--- src/rtl/data_ram_arbiter.sv ---
// rtl/data_ram_arbiter.sv - two-master arbiter for the single-port Data RAM
//
// Purpose:
//   Shares one single-port synchronous Data RAM between the pipeline data
//   port (m0) and a secondary master (m1, I-fetch refill or debug loader).
//   m0 has priority. A starvation counter forces an m1 grant after
//   STARVE_LIMIT consecutive denied cycles. Read data is routed back to the
//   owning master exactly one cycle after its grant.
//
// Ports:
//   clk                 clock, all state on rising edge
//   reset               asynchronous active-low reset
//   mX_req/addr/wen/wdata   request and payload, held until granted
//   mX_gnt              access accepted this cycle (combinational)
//   mX_rvalid/rdata     read response, one cycle after a granted read
//   ram_en/addr/wen/wdata   RAM command, zero when nothing is granted
//   ram_rdata           RAM read data, valid one cycle after a read enable
module data_ram_arbiter #(
  parameter int unsigned STARVE_LIMIT = 4
) (
  input  logic        clk,
  input  logic        reset,
  input  logic        m0_req,
  input  logic [31:0] m0_addr,
  input  logic [3:0]  m0_wen,
  input  logic [31:0] m0_wdata,
  output logic        m0_gnt,
  output logic        m0_rvalid,
  output logic [31:0] m0_rdata,
  input  logic        m1_req,
  input  logic [31:0] m1_addr,
  input  logic [3:0]  m1_wen,
  input  logic [31:0] m1_wdata,
  output logic        m1_gnt,
  output logic        m1_rvalid,
  output logic [31:0] m1_rdata,
  output logic        ram_en,
  output logic [31:0] ram_addr,
  output logic [3:0]  ram_wen,
  output logic [31:0] ram_wdata,
  input  logic [31:0] ram_rdata
);

  typedef enum logic {
    NORMAL   = 1'b0,
    FORCE_M1 = 1'b1
  } state_t;

  localparam logic [3:0] LIMIT_M1 = 4'(STARVE_LIMIT - 1);

  state_t      state_q, state_d;
  logic [3:0]  starve_cnt_q, starve_cnt_d;
  logic        resp_valid_q, resp_valid_d;
  logic        resp_id_q, resp_id_d;

  logic        gnt0, gnt1;
  logic        m1_denied;

  // Grant decode. Gated by reset so every output reads 0 while held in reset.
  always_comb begin
    gnt0 = 1'b0;
    gnt1 = 1'b0;
    if (reset) begin
      case (state_q)
        NORMAL: begin
          gnt0 = m0_req;
          gnt1 = m1_req & ~m0_req;
        end
        FORCE_M1: begin
          gnt1 = m1_req;
          gnt0 = m0_req & ~m1_req;
        end
        default: begin
          gnt0 = 1'b0;
          gnt1 = 1'b0;
        end
      endcase
    end
  end

  assign m1_denied = m1_req & ~gnt1;

  // Next-state logic for the starvation counter, FSM and response tracker.
  always_comb begin
    starve_cnt_d = starve_cnt_q;
    state_d      = state_q;
    resp_valid_d = 1'b0;
    resp_id_d    = resp_id_q;

    if (!m1_req || gnt1) begin
      starve_cnt_d = 4'd0;
    end else if (starve_cnt_q != 4'hF) begin
      starve_cnt_d = starve_cnt_q + 4'd1;
    end

    case (state_q)
      NORMAL:   if (m1_denied && (starve_cnt_q == LIMIT_M1)) state_d = FORCE_M1;
      FORCE_M1: if (gnt1 || !m1_req) state_d = NORMAL;
      default:  state_d = NORMAL;
    endcase

    // Only reads produce a response; the owner is whoever was granted.
    if ((gnt0 && (m0_wen == 4'b0000)) || (gnt1 && (m1_wen == 4'b0000))) begin
      resp_valid_d = 1'b1;
      resp_id_d    = gnt1;
    end
  end

  always_ff @(posedge clk or negedge reset) begin
    if (!reset) begin
      state_q      <= NORMAL;
      starve_cnt_q <= 4'd0;
      resp_valid_q <= 1'b0;
      resp_id_q    <= 1'b0;
    end else begin
      state_q      <= state_d;
      starve_cnt_q <= starve_cnt_d;
      resp_valid_q <= resp_valid_d;
      resp_id_q    <= resp_id_d;
    end
  end

  // RAM command mux from the granted master.
  always_comb begin
    ram_addr  = 32'h0;
    ram_wen   = 4'b0000;
    ram_wdata = 32'h0;
    if (gnt0) begin
      ram_addr  = m0_addr;
      ram_wen   = m0_wen;
      ram_wdata = m0_wdata;
    end else if (gnt1) begin
      ram_addr  = m1_addr;
      ram_wen   = m1_wen;
      ram_wdata = m1_wdata;
    end
  end

  assign ram_en    = gnt0 | gnt1;
  assign m0_gnt    = gnt0;
  assign m1_gnt    = gnt1;
  assign m0_rvalid = resp_valid_q & ~resp_id_q;
  assign m1_rvalid = resp_valid_q & resp_id_q;
  assign m0_rdata  = m0_rvalid ? ram_rdata : 32'h0;
  assign m1_rdata  = m1_rvalid ? ram_rdata : 32'h0;

endmodule

--- config.mk ---
export PLATFORM = sky130hd
export DESIGN_NAME = data_ram_arbiter
export DESIGN_NICKNAME = d
export VERILOG_FILES = /design/src/rtl/data_ram_arbiter.sv
export SDC_FILE = /design/constraint.sdc
export NUM_CORES = 1
export LEC_CHECK = 0
export BUFFER_PORTS_ARGS = -buffer_cell sky130_fd_sc_hd__buf_2
export CAP_MARGIN = 20
export CORE_AREA = 2 2 121 123
export DETAILED_ROUTE_END_ITERATION = 12
export DIE_AREA = 0 0 123 125
export HOLD_SLACK_MARGIN = 0.1
export PLACE_DENSITY = 0.39
export RECOVER_POWER = 100
export SYNTH_ARGS = -nofsm -noshare
export SYNTH_HDL_FRONTEND = slang
export SYNTH_SLANG_ARGS = --single-unit
export TNS_END_PERCENT = 30
--- constraint.sdc ---
create_clock -name clk -period 1.3 [get_ports clk]
set_input_delay 0 -clock clk [delete_from_list [all_inputs] [get_ports clk]]
set_output_delay 0 -clock clk [all_outputs]
set_load 0.01 [all_outputs]
# == Yosys cells after proc, flatten, opt, wreduce, memory -nomap -nowiden ==
# Cells that the tools add are included.
# op_classes
eq_ne,2
addsub,1
muxes,18
n_reduce_logical,9
bitwise,11
# op_table
operator,count
$mux 32,6
$mux 4,4
$logic_not 4->1,2
$pmux 1 s2,3
$and 1x1->1,5
$mux 1,5
$not 1->1,5
$add 4x1->4 const B,1
$eq 4x2->1 const B,1
$ne 4x4->1 const B,1
$logic_and 1x1->1,3
$logic_or 1x1->1,2
$reduce_bool 2->1,1
$logic_not 1->1,1
$or 1x1->1,1
# word_totals
regBits,7
elab_cells,45
in_bits,172

# == Longest topological paths before layout ==
# depth
ltp_word,9
depth_mapped,6
depth_no_buf,4

# == Worst setup path after synthesis ==
# OpenSTA, ideal clock, no wires.
# synth_timing
kind,reg-to-output
start,register state_q
end,output ram_addr[10]
path_stages_with_launch,7
slack_ns,0.030
t_required_ns,1.300
arrival_time_ns,1.270
cell_sequence,dfrtp_1 > nand2b_4 > and3_1 > buf_6 > buf_6 > buf_6 > a22o_1
# synth_via
elab_chain_cells,5
elab_cells_between_ends,7
cone_classes,mux: 6; bitwise: 1
# synth_rtl
item,line,source
from (decl),51,"state_t state_q, state_d;"
from (signal assigned),116,state_q <= state_d;
$not 1->1,64,case (state_q)
$pmux 1 s2,64,
$mux 1,63,if (reset) begin
$mux 32,132,end else if (gnt1) begin
$mux 32 *,128,if (gnt0) begin
to (decl),38,"output logic [31:0] ram_addr,"
# Every way passes the cells marked *; elsewhere a longest branch is shown, timed or not.

# == Worst setup path in the final report ==
# layout_timing
start,register state_q
end,output ram_wdata[28]
# layout_via
elab_chain_cells,5
elab_cells_between_ends,7
cone_classes,mux: 6; bitwise: 1
# layout_rtl
item,line,source
$not 1->1,64,
$pmux 1 s2,64,
$mux 1,63,
$mux 32,132,
$mux 32 *,128,
to (decl),40,"output logic [31:0] ram_wdata,"
# Marks and branches as above.

==> flow_metrics.tcl <==
set metrics [dict create \
    arrival_ns 1.52 \
    ys_seq_elements 7 \
    period_share 1.17 \
    track_usage 0.113 \
    multi_input_area_um2 1210 \
    die_height_um 125 \
    num-nets-final 690 \
    gp_congestion 0.853 \
    start_kind "flip-flop" \
    cts_tree "yes" \
    antenna_cells 0 \
    grt_pass1_vias 2473 \
    cts_buffers 3 \
    layout_common_cells "298 x buf_2, 68 x a22o_1, 33 x and2_1" \
    end_kind "output pin" \
    ir_drop_mv 0.725 \
    r2r_slack_ns 0.02 \
    synth_cell_types 27 \
    std_cell_rows 44 \
    seq_area_um2 175 \
    port_buffers 308 \
    ys_warn_count 0 \
    timing.rr.start "state_q" \
    clk_latency_ns 0.23 \
    crit_type "reg2out" \
    initial_core_util 0.105 \
    htreeDepth 1 \
    num_vias 2910 \
    synth_top_area_frac 0.398 \
    p_leak_uw 0.00239 \
    drc 0 \
    wirelength_mm 10.3 \
    drive_gt1_frac 0.680 \
    overflow 0 \
    placed_cells 682 \
    area_delta_synth_final_pct 151 \
    ios 309 \
    cts_buffer_depth 2 \
    swShare 0.334 \
    core-area_um2 14200 \
    max_freq_mhz 657 \
    yosysTopAreaCell "a22o_1" \
    drt_pass1_iterations 4 \
    ys.flop_type "dfrtp_1" \
    synth-async-reset-ratio 1.00 \
    synth_area_leaders "a22o_1 40%, and2_1 14%, and3_1 14%" \
    layout_commonest_cell "buf_2" \
    cts_root_buffer "clkbuf_16" \
    finalWorstSetupSlack_ns -0.222 \
    avgSynthCellArea_um2 7.80 \
    clk_pin_slew_ns 0.04 \
    critical_path.startpoint "state_q" \
    reg2reg_depth 7 \
    tightest_slew_ns 0.481 \
    cts_sinks 7 \
    maxCapViolCount 0 \
    clockPowerShare 0.299 \
    powerDensity_nw_per_um2 474 \
    syn_nets 365 \
    rsz0062_at_grt "true" \
    power_frac_comb 0.565 \
    finalSetupViolations 104 \
    worstPathMaxFanout 6 \
    hold_slack_ns 0.218 \
    grt_pass1_wl_mm 13.8 \
    initialDrtViolationCount 128 \
    dp_hpwl_mm 8.50 \
    die_area_um2 15400 \
    syn_inst 192 \
    status "complete, but fails checks" \
    fin_cells 700 \
    grt_max_degree 35 \
    required_ns 1.30 \
    syn_area_um2 1500 \
    p_sw_uw 595 \
    internal-power_uw 1180 \
    seq_area_frac_synth 0.117 \
    seq_power_share 0.137 \
    grt_antenna_before_repair 0 \
    final_max_slew_viol_count 0 \
    hold_viol_final 0 \
    min_period_ns 1.52 \
    clock_skew_ns 0.00196 \
    crit_end "ram_wdata[28]" \
    wl_per_cell_um 14.7 \
    slew_headroom 0.679 \
    r2r_end "resp_valid_q" \
    die_w_um 123 \
    min_path_type "in2reg" \
    synth_edf_count 0 \
    violations "negative setup slack" \
    avgViaCountPerCell 4.16 \
    nFillCells 1596 \
    ant_nets 0 \
]
[critical path, cell delays in order, from the launching register on]
cell	delay [ns]
dfrtp_1	0.38
buf_6	0.13
a21oi_4	0.15
buf_4	0.14
buf_12	0.11
buf_6	0.10
a22o_1	0.14
buf_2	0.14
[logic make-up after synthesis]
| kind of cell | Yosys count | synth area share |
|---|---|---|
| compound gates | 75 | 0.434 |
| buf+inv | 24 | 0.0852 |
| xor+xnor | 1 | 0.00585 |
| simple gates | 83 | 0.343 |
| mux | 1 | 0.00668 |
| flops | 7 | 0.117 |
| fa+ha+maj | 1 | 0.00835 |
[synthesized netlist by cell type, types with 2 or more instances]
cell type and number:
nor4_1 2, dfrtp_1 7, and2_1 33, clkbuf_1 9, and3_1 33, a22o_1 68, buf_2 12, buf_6 3
nand3_1 2, nor3b_1 2, nor2_1 5
[how the worst min path moves through the flow]
stage | startpoint | to | slack (ns) | cells past startpoint
2_1_floorplan | reset | resp_id_q | -0.30 | 0
3_3_place_gp | reset | state_q | -0.04 | 2
3_5_place_dp | reset | state_q | -0.04 | 2
4_1_cts | m0_wen[3] | resp_id_q | 0.22 | 4
5_1_grt | m0_wen[3] | resp_id_q | 0.25 | 4
6_report | m0_wen[3] | resp_id_q | 0.22 | 4
[final cells by class]
cell class | instances | area share
timing repair buffer | 344 | 0.549
clock inverter | 1 | 0.00133
clock buffer | 3 | 0.0200
tap | 184 | 0.0613
sequential | 7 | 0.0466
multi-input combinational | 161 | 0.322
[power groups by stage]
stage / sequential [uW] / combinational, uW / clock (uW)
after floorplan: 248 / 358 / 0
after global placement: 245 / 899 / 0
after detailed placement: 245 / 899 / 0
after CTS: 242 / 972 / 542
after global routing: 245 / 1090 / 554
final: 243 / 1010 / 532
[per-stage QoR]
stage / util / setup TNS, ns / total power, uW / cell area, um2 / setup WS (ns)
4_1_cts: 0.256 / -14.06 / 1760 / 3640 / -0.246
5_1_grt: 0.264 / -21.79 / 1890 / 3760 / -0.273
3_5_place_dp: 0.237 / -0.0376 / 1140 / 3370 / -0.0104
6_report: 0.264 / -14.01 / 1780 / 3760 / -0.222
2_1_floorplan: - / 0 / 607 / 1500 / 0.0296
3_3_place_gp: 0.237 / -0.179 / 1140 / 3370 / -0.0387
[routing by layer]
metal	up-vias	routed length, um	track usage
met4	0	65	0.0147
met2	142	5600	0.222
met1	1363	3980	0.134
met3	9	655	0.00684
li1	1396	-	-
met5	-	0	0
[what timing repair did]
item / 4_1_cts / 5_1_grt
gates cloned: 2 / 3
hold buffers: 1 / 0
buffers inserted: 5 / 4
hold endpoints to repair: 7 / 0
pin swaps: 28 / 7
gates resized for setup: 19 / 18
setup endpoints to repair: 69 / 102
[sequential cells by signal, indices dropped and copies added (netlist names)]
signal,count
resp_id_q,1
resp_valid_q,1
starve_cnt_q,4
state_q,1
No activity file was read; power rests on OpenSTA's default activity.
